`config.mk`:
```
export PLATFORM = sky130hd
export DESIGN_NAME = xm23_pic
export DESIGN_NICKNAME = d
export VERILOG_FILES = /design/src/rtl/xm23_pkg.sv /design/src/rtl/pic_arbiter.sv /design/src/rtl/xm23_pic.sv
export SDC_FILE = /design/constraint.sdc
export NUM_CORES = 1
export LEC_CHECK = 0
export BUFFER_PORTS_ARGS = -buffer_cell sky130_fd_sc_hd__buf_4
export CAP_MARGIN = 5
export CORE_UTILIZATION = 45
export CTS_CLUSTER_DIAMETER = 30
export DETAILED_ROUTE_END_ITERATION = 7
export GPL_ROUTABILITY_DRIVEN = 0
export PLACE_DENSITY_LB_ADDON = 0.1
export SLEW_MARGIN = 20
export SYNTH_ARGS = -nofsm -noshare
export SYNTH_HDL_FRONTEND = slang
export SYNTH_HIERARCHICAL = 1
export SYNTH_SLANG_ARGS = --single-unit
```
`constraint.sdc`:
```
create_clock -name Clock -period 8.05 [get_ports Clock]
set_input_delay 1.61 -clock Clock [delete_from_list [all_inputs] [get_ports Clock]]
set_output_delay 1.61 -clock Clock [all_outputs]
set_load 0.02 [all_outputs]
```
`src/rtl/xm23_pkg.sv`:
```
// Shared definitions for the XM23 priority interrupt controller:
// device CSR bit positions, pic_in request word layout, PIC FSM encoding.
package xm23_pkg;

  // Device CSR bit positions
  localparam int unsigned CSR_IE     = 0;
  localparam int unsigned CSR_DBA    = 2;
  localparam int unsigned CSR_PRI_LO = 5;
  localparam int unsigned CSR_PRI_HI = 7;

  localparam int unsigned CSR_W  = 8;
  localparam int unsigned PRI_W  = CSR_PRI_HI - CSR_PRI_LO + 1;
  localparam int unsigned VECT_W = 4;
  localparam int unsigned PIC_W  = 1 + PRI_W + VECT_W;

  // pic_in request word: {req, pri[2:0], vect[3:0]}
  typedef struct packed {
    logic              req;
    logic [PRI_W-1:0]  pri;
    logic [VECT_W-1:0] vect;
  } pic_in_t;

  typedef enum logic [1:0] {
    ST_IDLE = 2'd0,
    ST_REQ  = 2'd1,
    ST_GAP  = 2'd2
  } pic_state_e;

endpackage

```
`src/rtl/pic_arbiter.sv`:
```
// Combinational priority arbiter.
//   elig_i    : per-device eligible flags
//   pri_i     : packed per-device priorities, device i at [PRI_W*i +: PRI_W]
//   win_idx_o : index of the winning device
//   win_pri_o : priority of the winning device
//   valid_o   : at least one device is eligible
// Highest priority wins; ties go to the lowest index.
module pic_arbiter
  import xm23_pkg::*;
#(
  parameter int unsigned N_DEV = 5,
  parameter int unsigned IDX_W = 3
) (
  input  logic [N_DEV-1:0]       elig_i,
  input  logic [PRI_W*N_DEV-1:0] pri_i,
  output logic [IDX_W-1:0]       win_idx_o,
  output logic [PRI_W-1:0]       win_pri_o,
  output logic                   valid_o
);

  logic             found;
  logic [IDX_W-1:0] best_idx;
  logic [PRI_W-1:0] best_pri;

  // Scan from the top index down using >=, so a lower index displaces an equal priority
  always_comb begin
    found    = 1'b0;
    best_idx = '0;
    best_pri = '0;
    for (int i = N_DEV - 1; i >= 0; i--) begin
      if (elig_i[i] && (!found || (pri_i[PRI_W*i +: PRI_W] >= best_pri))) begin
        found    = 1'b1;
        best_idx = IDX_W'(i);
        best_pri = pri_i[PRI_W*i +: PRI_W];
      end
    end
  end

  assign win_idx_o = best_idx;
  assign win_pri_o = best_pri;
  assign valid_o   = found;

endmodule

```
`src/rtl/xm23_pic.sv`:
```
// XM23 priority interrupt controller.
//   Clock, Reset_n : clock and async active-low reset
//   dev_csr        : live device CSR bytes, device i at [8*i +: 8]
//   cur_pri        : CPU current priority (PSW[7:5])
//   pic_read       : one-cycle acknowledge from the control unit
//   ovr_clr        : per-device overrun clear
//   pic_in         : registered request word {req, pri, vect}
//   irq_pending    : per-device pending latch
//   irq_ovr        : sticky per-device overrun flag
module xm23_pic
  import xm23_pkg::*;
#(
  parameter int unsigned N_DEV     = 5,
  parameter int unsigned VECT_BASE = 8
) (
  input  logic                   Clock,
  input  logic                   Reset_n,
  input  logic [CSR_W*N_DEV-1:0] dev_csr,
  input  logic [PRI_W-1:0]       cur_pri,
  input  logic                   pic_read,
  input  logic [N_DEV-1:0]       ovr_clr,
  output logic [PIC_W-1:0]       pic_in,
  output logic [N_DEV-1:0]       irq_pending,
  output logic [N_DEV-1:0]       irq_ovr
);

  localparam int unsigned IDX_W = (N_DEV > 1) ? $clog2(N_DEV) : 1;

  pic_state_e state_q, state_d;
  pic_in_t    pic_q, pic_d;
  logic [IDX_W-1:0] grant_q, grant_d;
  logic [N_DEV-1:0] prev_q, pending_q, pending_d, ovr_q, ovr_d;

  logic [N_DEV-1:0]       ie, dba, elig, ev, grant_oh, ack_clr;
  logic [PRI_W*N_DEV-1:0] pri_vec;
  logic [3*N_DEV-1:0]     csr_unused_bits;
  logic                   csr_unused;
  logic [IDX_W-1:0]       win_idx;
  logic [PRI_W-1:0]       win_pri;
  logic                   win_valid, ack;

  // CSR field extraction and per-device eligibility
  always_comb begin
    for (int i = 0; i < N_DEV; i++) begin
      ie[i]                     = dev_csr[CSR_W*i + CSR_IE];
      dba[i]                    = dev_csr[CSR_W*i + CSR_DBA];
      pri_vec[PRI_W*i +: PRI_W] = dev_csr[CSR_W*i + CSR_PRI_LO +: PRI_W];
      elig[i]                   = pending_q[i] & ie[i] &
                                  (dev_csr[CSR_W*i + CSR_PRI_LO +: PRI_W] > cur_pri);
      csr_unused_bits[3*i +: 3] = {dev_csr[CSR_W*i + 4], dev_csr[CSR_W*i + 3],
                                   dev_csr[CSR_W*i + 1]};
    end
  end
  assign csr_unused = ^csr_unused_bits;

  pic_arbiter #(
    .N_DEV (N_DEV),
    .IDX_W (IDX_W)
  ) u_arb (
    .elig_i    (elig),
    .pri_i     (pri_vec),
    .win_idx_o (win_idx),
    .win_pri_o (win_pri),
    .valid_o   (win_valid)
  );

  // Rising edge of IE&DBA is the interrupt event
  assign ev       = ie & dba & ~prev_q;
  assign grant_oh = N_DEV'(1) << grant_q;
  assign ack_clr  = ack ? grant_oh : '0;

  // Set wins over clear for both pending and overrun
  assign pending_d = (pending_q & ~ack_clr) | ev;
  assign ovr_d     = (ovr_q & ~ovr_clr) | (ev & pending_q);

  // Next-state and request-word logic
  always_comb begin
    state_d = state_q;
    pic_d   = pic_q;
    grant_d = grant_q;
    ack     = 1'b0;
    unique case (state_q)
      ST_IDLE: begin
        pic_d = '0;
        if (win_valid) begin
          pic_d.req  = 1'b1;
          pic_d.pri  = win_pri;
          pic_d.vect = VECT_W'(VECT_BASE) + VECT_W'(win_idx);
          grant_d    = win_idx;
          state_d    = ST_REQ;
        end
      end
      ST_REQ: begin
        // Ack takes precedence over revocation; no preemption while held
        if (pic_read) begin
          ack     = 1'b1;
          pic_d   = '0;
          state_d = ST_GAP;
        end else if (~|(elig & grant_oh)) begin
          pic_d   = '0;
          state_d = ST_IDLE;
        end
      end
      ST_GAP: begin
        pic_d   = '0;
        state_d = ST_IDLE;
      end
      default: begin
        pic_d   = '0;
        state_d = ST_IDLE;
      end
    endcase
  end

  always_ff @(posedge Clock or negedge Reset_n) begin
    if (!Reset_n) begin
      state_q   <= ST_IDLE;
      pic_q     <= '0;
      grant_q   <= '0;
      prev_q    <= '0;
      pending_q <= '0;
      ovr_q     <= '0;
    end else begin
      state_q   <= state_d;
      pic_q     <= pic_d;
      grant_q   <= grant_d;
      prev_q    <= ie & dba;
      pending_q <= pending_d;
      ovr_q     <= ovr_d;
    end
  end

  assign pic_in      = pic_q;
  assign irq_pending = pending_q;
  assign irq_ovr     = ovr_q;

endmodule

```
**Yosys cells after proc, flatten, opt, wreduce, memory -nomap -nowiden**

Cells that the tools add are included.

- Bits of input ports: 51
- Memories kept: 0
- Logic and storage cells: 85
- Bits in registers: 28
- Output and inout bits: 18
- RAM bits: 0
- Bits in latches: 0
- Bits in read-only memories: 0

- Add/subtract/negate cells: 1
- Muxes and demuxes: 26
- Multipliers: 0
- Shifts and indexed selects: 1
- Bitwise operators: 21
- Div/mod/pow operators: 0
- Equal/unequal tests: 3
- Reductions and logical operators: 16
- $lt $le $gt $ge: 9

Operators by type and width:

| cell | count |
|---|---|
| $and A5 B5 Y5 | 6 |
| $mux W3 | 10 |
| $mux W8 | 3 |
| $pmux W8 S2 | 1 |
| $gt A3 B3 Y1 | 5 |
| $not A5 Y5 | 3 |
| $ge A3 B3 Y1 | 4 |
| $and A1 B1 Y1 | 10 |
| $or A5 B5 Y5 | 2 |
| $mux W1 | 7 |
| $mux W2 | 3 |
| $mux W5 | 1 |
| $reduce_or A5 Y1 | 1 |
| $shl A1 B3 Y5 const A | 1 |
| $add A4 B3 Y4 const A | 1 |
| $logic_and A1 B1 Y1 | 4 |
| $logic_not A1 Y1 | 4 |
| $logic_or A1 B1 Y1 | 4 |
| $pmux W2 S2 | 1 |
| $reduce_and A2 Y1 | 2 |
| $ne A3 B3 Y1 const B | 1 |
| $eq A2 B1 Y1 const B | 1 |
| $logic_not A2 Y1 | 1 |
| $ne A2 B1 Y1 const B | 1 |

**Longest topological paths before layout**

Gate-level depths: netlist of run 1.

- Word-level depth: 22
- Gate-level depth with buffers: 35
- Depth with buffers taken out: 32

**By module**

The synthesis of run 1 kept the hierarchy.

By module, submodules not included:

| module | cells an instance | sequential area each (um2) | area each (um2) | times used |
|---|---|---|---|---|
| xm23_pic | 151 | 675.6 | 1441.4 | 1 |
| pic_arbiter | 89 | 0.0 | 645.6 | 1 |

**Least setup slack after synthesis of run 1**

No wires, ideal clock.

- Path type: input to register
- From: in cur_pri[1]
- To: reg pic_q, in the netlist pic_in[4]
- Stages: 31
- Arrival: 7.376 ns
- Path buffers: 2
- Setup slack: 0.590 ns
- Data required time: 7.966 ns
- Cells stage by stage: inv_1 > ha_1 > a211oi_1 > a311oi_1 > nand2_1 > ha_1 > nand2_1 > o211ai_1 > and2_1 > o22ai_1 > ha_1 > nand2b_1 > a2111oi_4 > o22ai_1 > o22ai_4 > inv_1 > ha_1 > nor3b_1 > o211ai_1 > and2_1 > buf_2 > o21a_1 > ha_1 > o21ai_0 > o211ai_2 > and2_1 > buf_4 > o31a_1 > o31ai_2 > nand2_1 > o21ai_0

- Cells in the longest elaborated chain, start to end: 21

RTL lines:

| element | line | text |
|---|---|---|
| start: declaration | xm23_pic.sv:19 | `input logic [PRI_W-1:0] cur_pri,` |
| $gt A3 B3 Y1 * | xm23_pic.sv:49 | `(dev_csr[CSR_W*i + CSR_PRI_LO +: PRI_W] > cur_pri);` |
| $and A1 B1 Y1 * | xm23_pic.sv:48 | `elig[i] = pending_q[i] & ie[i] &` |
| net elig[4] | xm23_pic.sv:34 | `logic [N_DEV-1:0] ie, dba, elig, ev, grant_oh, ack_clr;` |
| $mux W3 or $mux W1 (tied branches) | pic_arbiter.sv:31 | `if (elig_i[i] && (!found \|\| (pri_i[PRI_W*i +: PRI_W] >= best_pri))) begin` |
| $ge A3 B3 Y1 or $logic_not A1 Y1 (tied branches) | pic_arbiter.sv:31 |  |
| $logic_or A1 B1 Y1 | pic_arbiter.sv:31 |  |
| $logic_and A1 B1 Y1 | pic_arbiter.sv:31 |  |
| $mux W3 or $mux W1 (tied branches) | pic_arbiter.sv:31 |  |
| [7 not listed] | -- |  |
| $mux W3 or $mux W1 (tied branches) | pic_arbiter.sv:31 |  |
| $ge A3 B3 Y1 or $logic_not A1 Y1 (tied branches) | pic_arbiter.sv:31 |  |
| $logic_or A1 B1 Y1 | pic_arbiter.sv:31 |  |
| $logic_and A1 B1 Y1 | pic_arbiter.sv:31 |  |
| $mux W3 * | pic_arbiter.sv:31 |  |
| net win_pri[0] | xm23_pic.sv:39 | `logic [PRI_W-1:0] win_pri;` |
| $mux W8 * | xm23_pic.sv:85 | `if (win_valid) begin` |
| $pmux W8 S2 * | xm23_pic.sv:82 | `unique case (state_q)` |
| end signal: assignment | xm23_pic.sv:125 | `pic_q <= pic_d;` |
| end: declaration | xm23_pic.sv:30 | `pic_in_t pic_q, pic_d;` |

The timed path passes the listed nets; every way through them passes the cells marked *.
A chain may end at the register's enable or synchronous reset.

**Final worst setup path of run 1**

- From: in cur_pri[2]
- To: reg pic_q, in the netlist pic_in[6]

The elaborated chain is that of the path after synthesis.

==> results of run 1 <==
## final cells by class
cell class                      instances  area [um2]  share of cell area (%)
Clock buffer                            3        41.3                    1.61
Clock inverter                          1        7.51                   0.292
Inverter                               38         143                    5.54
Multi-Input combinational cell        168        1220                    47.4
Sequential cell                        27         676                    26.3
Tap cell                               52        65.1                    2.53
Timing Repair Buffer                   56         420                    16.3
## routing by layer
| layer | vias up | part of all wire [%] | GRT usage [%] |
|---|---|---|---|
| li1 | 961 | - | - |
| met1 | 903 | 49 | 30.1 |
| met2 | 43 | 47 | 34.0 |
| met3 | 2 | 3.5 | 2.45 |
| met4 | 0 | 0.43 | 2.89 |
| met5 | - | 0 | 0 |
## critical path: cells and delay by family
family | cells | cell delay [ns]
AND/OR/NAND/NOR | 11 | 1.97
buffers and inverters | 4 | 0.57
AO/OA/AOI/OAI | 11 | 2.30
adder cells (fa/ha/maj) | 5 | 1.33
## per-stage QoR
step	worst slack [ns]	util, %
2_1_floorplan	0.590	-
3_3_place_gp	0.186	57.1
3_5_place_dp	0.174	57.1
4_1_cts	0.414	58.2
5_1_grt	0.0820	58.3
6_report	0.446	58.3
## power by group through the flow
stage | clock network [W] | registers (W) | logic [W]
floorplan | 0 | 0.000220 | 0.000155
global placement | 0 | 0.000200 | 0.000261
detailed placement | 0 | 0.000199 | 0.000267
CTS | 0.0000801 | 0.000197 | 0.000268
global route | 0.0000858 | 0.000201 | 0.000294
finish | 0.0000776 | 0.000196 | 0.000267
## path summary, 6_finish.rpt
check / slack (ns) / to / start
setup / recovery: 0.45 / pic_in[6] / cur_pri[2]
hold / removal: 0.45 / irq_pending[1] / prev_q[1]
hold reg to reg: 0.45 / irq_pending[1] / prev_q[1]
max in group asynchronous: 6.56 / irq_pending[1] / Reset_n
setup reg to reg: 1.93 / pic_in[6] / irq_pending[4]
min in group asynchronous: 1.22 / pic_in[4] / Reset_n
## cell families (layout without fill, tap and decap cells)
kind of cell | Yosys count | in the layout | synth area share, %
adder cells (fa/ha/maj) | 27 | 27 | 16.2
buffers and inverters | 45 | 98 | 9.23
flip-flops | 27 | 27 | 32.4
AO/OA/AOI/OAI | 67 | 67 | 24.9
AND/OR/NAND/NOR | 74 | 74 | 17.3
## flip-flops by register name, summed over array words and instances (netlist names)
name	flops
grant_q	3
irq_ovr	5
irq_pending	5
pic_in	7
prev_q	5
state_q	2
## repair_timing
action                                  in CTS  in global routing
endpoints found under the setup margin       0                  3
gates resized for setup                      0                  1
buffers inserted                             0                  0
## cell usage in the layout, fill, tap and decap left out, types with 2 or more instances in the layout
master,netlist,layout
sky130_fd_sc_hd__ha_1,27,27
sky130_fd_sc_hd__nor3b_1,2,2
sky130_fd_sc_hd__a211oi_1,5,5
sky130_fd_sc_hd__a32o_1,2,2
sky130_fd_sc_hd__o221ai_1,2,2
sky130_fd_sc_hd__nor3_1,3,3
sky130_fd_sc_hd__o211ai_1,6,6
sky130_fd_sc_hd__inv_1,38,38
sky130_fd_sc_hd__o32ai_1,5,5
sky130_fd_sc_hd__dfrtp_1,27,27
sky130_fd_sc_hd__nand2_1,40,40
sky130_fd_sc_hd__o2bb2ai_1,2,2
sky130_fd_sc_hd__nor2_1,4,4
sky130_fd_sc_hd__o21a_1,2,2
sky130_fd_sc_hd__nand3b_1,2,2
sky130_fd_sc_hd__nor2b_1,4,4
sky130_fd_sc_hd__o22ai_1,7,7
sky130_fd_sc_hd__and2_1,4,3
sky130_fd_sc_hd__o21ai_0,14,14
sky130_fd_sc_hd__nand3_1,5,5
sky130_fd_sc_hd__a311oi_1,4,4
sky130_fd_sc_hd__clkbuf_8,0,3
sky130_fd_sc_hd__buf_4,2,56
sky130_fd_sc_hd__a21oi_1,6,6
==> summary.md, run 1 <==
The flow ran to the end, and the final reports show no timing, DRC or antenna violations. No sink is reached through more buffers than the 2 on the longest clock path. The logs give 27 for the number of clock sinks and 0.000317 W for the internal power. The total power density per cell area was 210 mW/mm2. STA puts the critical path data required time at 8.25 ns.

IR analysis of the VDD net gives a maximum drop of 0.000149 V. The die extent in x is 70.1 um. Of the total power, combinational logic draws 49.3%. The routed design has 4.91 mm of wire. The worst setup path is launched from an input port. The fraction of post-synthesis cell area in the top cell type by area is 32.4%, and the floorplan die height is 70.1 um. The standard cell core area came out at 0.00441 mm2. For the global-route congestion overflow total, the log shows 0. The prevailing post-synth register cell is sky130_fd_sc_hd__dfrtp_1.

The tools report the share of total power in sequential cells as 36.3%. The depth of the most critical reg-to-reg path was 29; the number of warning messages in the yosys log was 6. The number of enable-type register cells in the synthesized netlist was 0; the clock latency reported for the late side of the worst-skew pair was 0.27 ns. The aggregate global-route resource usage is 20.7%.

Net switching is 41.2% of the power. The logs give 1 for the deepest level of the CTS H-tree and 0 for the max-capacitance violation count. The final net count is 372, and the async set-or-reset flop fraction in the synthesized netlist is 100%. Entering global routing, the biggest net connects 28 pins.

The final count of negative-setup-slack endpoints is 0, and the post-placement cell area is 0.00252 mm2. In this run the power spent charging and discharging nets is 0.000223 W. Setup repair after global routing left no endpoint under its margin.

Clock tree synthesis selected as its root buffer the cell sky130_fd_sc_hd__clkbuf_8. The startpoint-to-endpoint class of the critical path is in2reg. The placed cell count was 341. For this configuration, the core starts out at a cell density of 47.3%. The post-route clock period utilization was 94.5%.

The class of the most critical hold timing path is reg2reg. Synthesis inferred 27 register bits. In this design, the critical path's most frequently occurring cell is sky130_fd_sc_hd__ha_1. The run gives 4 as the number of detailed-routing iterations run before antenna repair. The analysis attributes to cell leakage a power of 1.30 nW. For this run, the slowest stage of the critical path takes 0.42 ns.

TritonCTS built the clock tree. At the pin with the least slew margin, the transition time is 0.610 ns. Based on the critical path, the design can be clocked at up to 132 MHz. By area the synthesized netlist is led by sky130_fd_sc_hd__dfrtp_1 (32%), sky130_fd_sc_hd__ha_1 (16%), sky130_fd_sc_hd__nand2_1 (7.2%), sky130_fd_sc_hd__inv_1 (6.8%), sky130_fd_sc_hd__o21ai_0 (3.4%).

Sequential cells were found to cover 32.4% of the synthesized design area. In the synthesized netlist, the cells that appear most often are sky130_fd_sc_hd__nand2_1 (40), sky130_fd_sc_hd__inv_1 (38), sky130_fd_sc_hd__dfrtp_1 (27), sky130_fd_sc_hd__ha_1 (27), sky130_fd_sc_hd__o21ai_0 (14). The tools report the total CTS buffers as 3. Measured against its own limit, the worst slew margin works out to 59.1%.

The floorplan has 24 rows. Setup TNS after final layout: 0 ns. In this run, post-CTS hold repair placed 0 buffers.

The antenna diode instance count is 0. The mean instance size in the synthesized netlist is 8.70 um2, and the area added between synthesis and finish is 23.3%. The design draws 0.000540 W.

After detailed routing, the average wire length per cell comes to 14.2 um. The run gives 0.00257 mm2 as the final design instance area without fill. The logs give 0.00209 mm2 for the post-synthesis instance area and 0 for the number of nets still failing antenna checks after routing. During I/O placement, the number of pins put on the boundary was 69. On the final layout, the worst hold slack is 0.453 ns. The run gives 0 as the initial antenna violation count.

The post-route netlist has 24.2% of its cells at a drive strength greater than 1. The routed design could run at a clock period as short as 7.60 ns. The number of nets in the synthesized netlist was 318.

Critical path capture point type: a flop. At the worst endpoint, the arrival time is 7.80 ns. sky130_fd_sc_hd__dfrtp_1 takes more of the synthesized area than any other cell. The number of different library cells used by synthesis comes to 49.

Detailed placement ended at an HPWL of 4.00 mm. The via count of the first global-routing pass is 1797, and the detailed-route vias per instance is 5.53. The number of port buffers was 53. Among all cell types in the netlist, the one instantiated most often is sky130_fd_sc_hd__nand2_1.

The tools report the fraction of power consumed by the clock network as 14.4%. The tools report the clock skew after layout as 0.0103 ns. The cell with the biggest individual delay on the critical path was sky130_fd_sc_hd__a2111oi_4.

The post-synthesis instance total was 240; the DRC violation count after routing was 0. The die covers 0.00491 mm2. The run gives 0 as the max-slew violation total from the final report. The detailed router finished its first iteration with 170 violations.

Fill cells in the final layout number 435. The tools report the final hold violation count as 0. The number of cells traversed by the worst hold path came out at 1. Clock-pin slew was measured on the worst setup and hold paths at 0.10 ns. The finished layout holds 345 standard cells, fillers aside. The routed layout has 1909 vias. The biggest fanout along the worst timing path came out at 11. The global-route wire length before repair is 8.28 mm.
No activity file was read; power rests on OpenSTA's default activity.
==> run 2: changes to the inputs <==
--- a/config.mk
+++ b/config.mk
@@ -7,7 +7,7 @@
 export LEC_CHECK = 0
 export BUFFER_PORTS_ARGS = -buffer_cell sky130_fd_sc_hd__buf_4
 export CAP_MARGIN = 5
-export CORE_UTILIZATION = 45
+export CORE_UTILIZATION = 51
 export CTS_CLUSTER_DIAMETER = 30
 export DETAILED_ROUTE_END_ITERATION = 7
 export GPL_ROUTABILITY_DRIVEN = 0
==> summary.md, run 2 (same netlist as run 1, synthesis figures left out) <==
After detailed routing, the number of remaining DRC violations is 0. For hold timing, the worst endpoint is irq_pending[1]. At the end of the flow, the number of nets in the layout was 371. Max-cap violations in this run came to 0. Clock-pin slew was measured on the worst setup and hold paths at 0.08 ns. For the standard cell core area, the log shows 0.00380 mm2.

The number of cells traversed by the worst hold path came out at 1. For this run, the total global-route usage over all layers was measured as 24.7%. In this run the tightest slew margin relative to its limit is 48.8%. The tools report the fmax as 133 MHz. The critical path startpoint is cur_pri[1].

The worst endpoint data arrival time was 7.69 ns. TritonCTS built the clock tree. The area growth from synthesis to layout is 22.9%. Clock tree synthesis found a total of 27 sinks. After routing, the total negative slack on setup checks comes to 0 ns. The run gives 0 as the antenna diode instance count.

After legalization and detailed placement, the total HPWL measured 3.99 mm. DRC marker count from the first detailed-route iteration: 104. The number of port buffers was 53; the number of top-level pins was 69. Counting tap cells, the placed design contains a total of 336 instances. The tools report the final hold violation count as 0. The startpoint identified for the worst hold timing path is prev_q[1]. The data required time of the worst path was 8.24 ns.

Via count of the first global-routing pass: 1813. Clock latency reported for the late side of the worst-skew pair: 0.26 ns. The multi-input combinational cells in the finished layout cover a total of 0.00123 mm2.

The worst-case IR drop observed on VDD is 0.000144 V. Counting I/O delays and the setup requirement, the final critical path takes 7.50 ns. The buffer depth of the longest clock path is 2, and the fraction of power consumed by the clock network is 13.5%.

On the worst path, the slowest cell contributes a delay of 0.43 ns. The total number of vias was 1933. The tools report the portion of total power attributed to combinational logic as 49.7%.

The cell repeated most along the worst path is sky130_fd_sc_hd__ha_1. Internal power comes to 0.000318 W. The tools report the global-route congestion overflow total as 0. For the final database, setup skew stands at 0.00325 ns. The startpoint identified for the worst register-to-register timing path is irq_pending[4].

For this design, the CTS-stage hold fixing added 0 buffers. Summed over all nets, the switching power comes to 0.000219 W. The floorplan die height works out to 66.0 um. In this run the register-to-register setup slack is 1.98 ns. Setup violations remaining at the end of the flow were counted as 0.

For this block, the routed nets add up to 4.82 mm of wire. The sequential cell area is 676 um2, and the number of detailed-routing iterations run before antenna repair is 4. The worst setup path is of the in2reg kind. Most frequent standard cell in the layout excluding fill and tap cells: sky130_fd_sc_hd__buf_4. Row generation in the floorplan step produced 22 rows. The run gives 1.30 nW as the leakage power.

In this run the worst path has a maximum fanout of 11. The largest net degree at the start of global routing was 28. Dividing the detail-routed via count by the number of cells gives 5.69. The fraction of final layout cells with drive strength greater than 1 is 24.7%.

The measured slew at the worst slew-check pin came out at 0.763 ns. The class of the most critical hold timing path is reg2reg. The share of total power in sequential cells is 36.8%, and the fill cell total of the finished layout is 350. The initial standard-cell utilization of the core came out at 54.9%. The number of nets still failing antenna checks after routing is 0. The slowest stage of the critical path is the sky130_fd_sc_hd__a2111oi_4 cell. The overall die area was 0.00435 mm2; the total power density per cell area was 209 mW/mm2. The number of clock buffers added by TritonCTS is 3. The count of non-filler cells in the finished layout is 340, and the die extent in x is 66.0 um. The flow ran to the end, and the final reports show no timing, DRC or antenna violations. Leaving out fill and tap cells, the most frequent cells in the layout are sky130_fd_sc_hd__buf_4 (55), sky130_fd_sc_hd__nand2_1 (40), sky130_fd_sc_hd__inv_1 (38). In this run switching power makes up 40.8% of total power. In this run the critical register-to-register path is captured at pic_in[4]. The root buffer cell was sky130_fd_sc_hd__clkbuf_8. The global-route wire length before repair was 8.20 mm.

The category of the worst setup path launch point was an input port. The max-slew violation total from the final report is 0. The wire length per cell after detailed routing is 14.2 um.

The tools report the critical path capture point type as a flop. Of the available clock period, the critical path in the final layout requires 93.2%. The deepest level of the CTS H-tree was 1; the number of flip-flops in the largest register was 7. For the initial antenna violation count, the log shows 0. Counting cells, the worst reg-to-reg path comes to 29.
run 2: through the flow:
| step | total power (W) | hold WS, ns | cell area, um2 | utilization (%) | setup slack (ns) |
|---|---|---|---|---|---|
| global placement | 0.000458 | 0.429 | 2510 | 66.1 | 0.354 |
| detailed placement | 0.000465 | 0.439 | 2510 | 66.1 | 0.193 |
| CTS | 0.000540 | 0.447 | 2550 | 67.3 | 0.470 |
| global route | 0.000580 | 0.483 | 2560 | 67.5 | -0.00165 |
| finish | 0.000537 | 0.443 | 2560 | 67.5 | 0.550 |
| floorplan | 0.000375 | 0.417 | 2090 | - | 0.590 |
run 2: critical path: cells and delay by family:
| kind | cells | cell delay, ns |
|---|---|---|
| buffers and inverters | 4 | 0.53 |
| AND/OR/NAND/NOR | 10 | 1.85 |
| adder cells (fa/ha/maj) | 5 | 1.38 |
| AO/OA/AOI/OAI | 12 | 2.29 |
run 2: worst max-delay path by stage:
stage / depth (start not counted) / endpoint / slack (ns)
3_5_place_dp: 32 / pic_in[4] / 0.19
5_1_grt: 32 / pic_in[6] / -0.002
6_report: 31 / pic_in[4] / 0.55
4_1_cts: 32 / pic_in[4] / 0.47
3_3_place_gp: 30 / pic_in[4] / 0.35
2_1_floorplan: 31 / pic_in[4] / 0.59
run 2: routing by layer:
metal | vias up | global-route usage (%) | part of all wire [%]
li1 | 965 | - | -
met1 | 913 | 35.2 | 48
met2 | 53 | 40.4 | 47
met3 | 2 | 3.62 | 4.8
met4 | 0 | 3.46 | 0.21
met5 | - | 0 | 0
run 2: power by group through the flow:
stage	Sequential [W]	Combinational, W	Clock [W]
5_1_grt	0.000202	0.000298	0.0000801
2_1_floorplan	0.000220	0.000155	0
4_1_cts	0.000198	0.000266	0.0000761
6_report	0.000198	0.000267	0.0000724
3_5_place_dp	0.000200	0.000266	0
3_3_place_gp	0.000199	0.000259	0
run 2: final cells by class:
class / count / share of cell area [%]
clock buffers: 4 / 1.76
inverters: 38 / 5.56
well taps: 48 / 2.34
multi-input cells: 168 / 47.9
flip-flops and latches: 27 / 26.3
repair buffers: 55 / 16.1
run 2: repair_timing:
action | 4_1_cts | 5_1_grt
endpoints found under the setup margin | 0 | 7
buffers inserted | 0 | 0
resized for setup | 0 | 4
==> run 3: changes to the inputs <==
--- a/config.mk
+++ b/config.mk
@@ -11,6 +11,7 @@
 export CTS_CLUSTER_DIAMETER = 30
 export DETAILED_ROUTE_END_ITERATION = 7
 export GPL_ROUTABILITY_DRIVEN = 0
+export GPL_TIMING_DRIVEN = 0
 export PLACE_DENSITY_LB_ADDON = 0.1
 export SLEW_MARGIN = 20
 export SYNTH_ARGS = -nofsm -noshare
==> summary.md, run 3 (same netlist as run 1, synthesis figures left out) <==
The flow ran to the end, and the final reports show no timing, DRC or antenna violations. The kind of cell with the highest combined delay along the critical path is compound AO/OA/AOI/OAI gates. Antenna diode instance count: 0.

IR analysis of the VDD net gives a maximum drop of 0.000148 V. The die is 66.0 um wide. The DRC marker count from the first detailed-route iteration is 94, and the total number of vias is 1958.

The measured slew at the worst slew-check pin was 0.649 ns. Static timing analysis puts the maximum clock frequency at 132 MHz. Dividing the detail-routed wire length by the instance count gives 14.3 um. The most numerous cell type found on the critical path is sky130_fd_sc_hd__ha_1. Once layout is done, the placed cells without fillers occupy 0.00263 mm2. Once layout is complete, the utilization of the core stands at 69.1%. The post-route clock period utilization works out to 94.0%. The global-route congestion overflow total is 0, and the buffer depth of the longest clock path is 2. The number of top-level pins is 69, and the share of total power in sequential cells is 35.8%.

TritonCTS built the clock tree. Setup violations remaining at the end of the flow were counted as 0. In the final design database the tool counted 377 nets.

For this design the ratio of total power to cell area is 211 mW/mm2. The number of detailed-routing iterations run before antenna repair was 4. The clock drives 27 sinks.

Compared with the post-synthesis result, the final layout area differs by 25.8%. Of all nets on the critical path, the largest fanout is 10. The core region is 0.00380 mm2. The data required time of the worst path was 8.24 ns; the detailed-route vias per instance was 5.66. The deepest level of the CTS H-tree was 1; the number of stages on the worst setup path was 35.

The run gives 0.00258 ns as the clock skew after layout. For the worst setup path, the data arrival time is 7.76 ns. The category of the worst setup path launch point is an input port. Cells with a size suffix above 1 make up 25.2% of the layout. The class of the most critical hold timing path is reg2reg.

The startpoint-to-endpoint class of the critical path is in2reg. In this run, the clock network consumes 13.6% of the power. The logs give 0.00435 mm2 for the overall die area and 28 for the largest net degree at the start of global routing.

In this run the core area contains 22 standard-cell rows. The clock reaches the later pin of the worst-skew pair after 0.27 ns. Summed over all cells, the static leakage comes to 1.32 nW.

The root buffer cell was sky130_fd_sc_hd__clkbuf_8. The total CTS buffers is 3, and the number of port buffers is 53. The final layout contains routed wiring with a total length of 4.96 mm. The logs give 0.000553 W for the total design power and 56.4% for the worst relative slew slack. Cell with the biggest individual delay on the critical path: sky130_fd_sc_hd__a2111oi_4. The via count of the first global-routing pass was 1776; the internal power was 0.000326 W.

Number of cells traversed by the worst hold path: 1. For the max-slew violation total from the final report, the log shows 0. The critical path's largest stage delay is 0.39 ns, and the initial standard-cell utilization of the core is 54.9%. The switching fraction of total power is 41.1%. Summed over all nets, the switching power comes to 0.000227 W. Detailed placement finished with a half-perimeter wire length of 3.98 mm. The critical path capture point type was a flop. In this run the remaining antenna-violating nets after routing total 0.

Summing all placed instances gives a cell area of 0.00255 mm2. Number of flip-flops in the largest register: 7. Combinational logic burns 50.6% of the power. Across every metal layer, demand over resource in global routing totals 24.6%. From bottom edge to top edge, the die measures 66.0 um. The buffering stage count on the worst path with inverters included was 7; the number of buffers inserted for hold repair after clock tree synthesis was 0. The tool flagged a number of max-cap violations equal to 0. Clock-pin slew was measured on the worst setup and hold paths at 0.09 ns. The final period demand of the worst path was 7.57 ns; the initial antenna violation count was 0. The depth of the most critical reg-to-reg path was 32. The most frequent standard cell in the layout excluding fill and tap cells was sky130_fd_sc_hd__buf_4. The final hold violation count was 0.

The DRC violation count after routing was 0; the global-route wire length before repair was 8.24 mm. The top cell types in the final layout, fill and taps aside, are sky130_fd_sc_hd__buf_4 (56), sky130_fd_sc_hd__nand2_1 (40), sky130_fd_sc_hd__inv_1 (38).
==> run 3: repair_timing <==
action                                  in CTS  in global routing
endpoints found under the setup margin       0                  9
resized for setup                            0                  4
setup buffers                                0                  1
==> run 3: worst register-to-register path: cells and delay by family (launching register included) <==
kind | cells | cell delay [ns]
adders and majority gates | 4 | 0.96
DFF | 1 | 0.39
AOI/OAI and AO/OA | 12 | 2.15
buffers and inverters | 5 | 0.63
and+or+nand+nor | 11 | 1.90
==> run 3: area by class of cell <==
cell class,count,area [um2]
multi-input cells,168,1250
plain buffers,7,50.0
repair buffers,54,405
fillers,337,1170
well taps,48,60.1
flip-flops and latches,27,676
clock buffers,4,45.0
inverters,38,143
==> run 3: metal layers <==
layer	vias to the layer above	GRT usage, %	routed length (um)
met1	913	35.2	2410
met2	63	40.1	2260
li1	977	-	-
met4	0	2.66	29
met3	5	4.14	259
met5	-	0	0
==> run 3: final timing paths <==
| check | from | to | slack (ns) |
|---|---|---|---|
| worst min-delay path | prev_q[1] | irq_pending[1] | 0.45 |
| min in group asynchronous | Reset_n | irq_ovr[2] | 1.24 |
| worst max register to register | irq_pending[4] | pic_in[4] | 1.95 |
| worst max-delay path | cur_pri[2] | pic_in[4] | 0.48 |
| worst min register to register | prev_q[1] | irq_pending[1] | 0.45 |
| max in group asynchronous | Reset_n | pic_in[1] | 6.56 |
==> run 3: per-stage QoR <==
stage / TNS (ns) / cells / hold slack (ns) / setup WS [ns]
floorplan: 0 / 240 / 0.417 / 0.590
global placement: -3.48 / 341 / 0.429 / -0.493
detailed placement: -0.120 / 341 / 0.432 / -0.0828
CTS: 0 / 345 / 0.444 / 0.174
global route: -0.0812 / 346 / 0.477 / -0.0542
finish: 0 / 346 / 0.445 / 0.480
==> run 3: power by group through the flow <==
| stage | sequential (W) | clock, W | combinational (W) |
|---|---|---|---|
| 3_5_place_dp | 0.000200 | 0 | 0.000275 |
| 4_1_cts | 0.000198 | 0.0000763 | 0.000275 |
| 6_report | 0.000198 | 0.0000753 | 0.000280 |
| 2_1_floorplan | 0.000220 | 0 | 0.000155 |
| 3_3_place_gp | 0.000200 | 0 | 0.000267 |
| 5_1_grt | 0.000203 | 0.0000831 | 0.000311 |
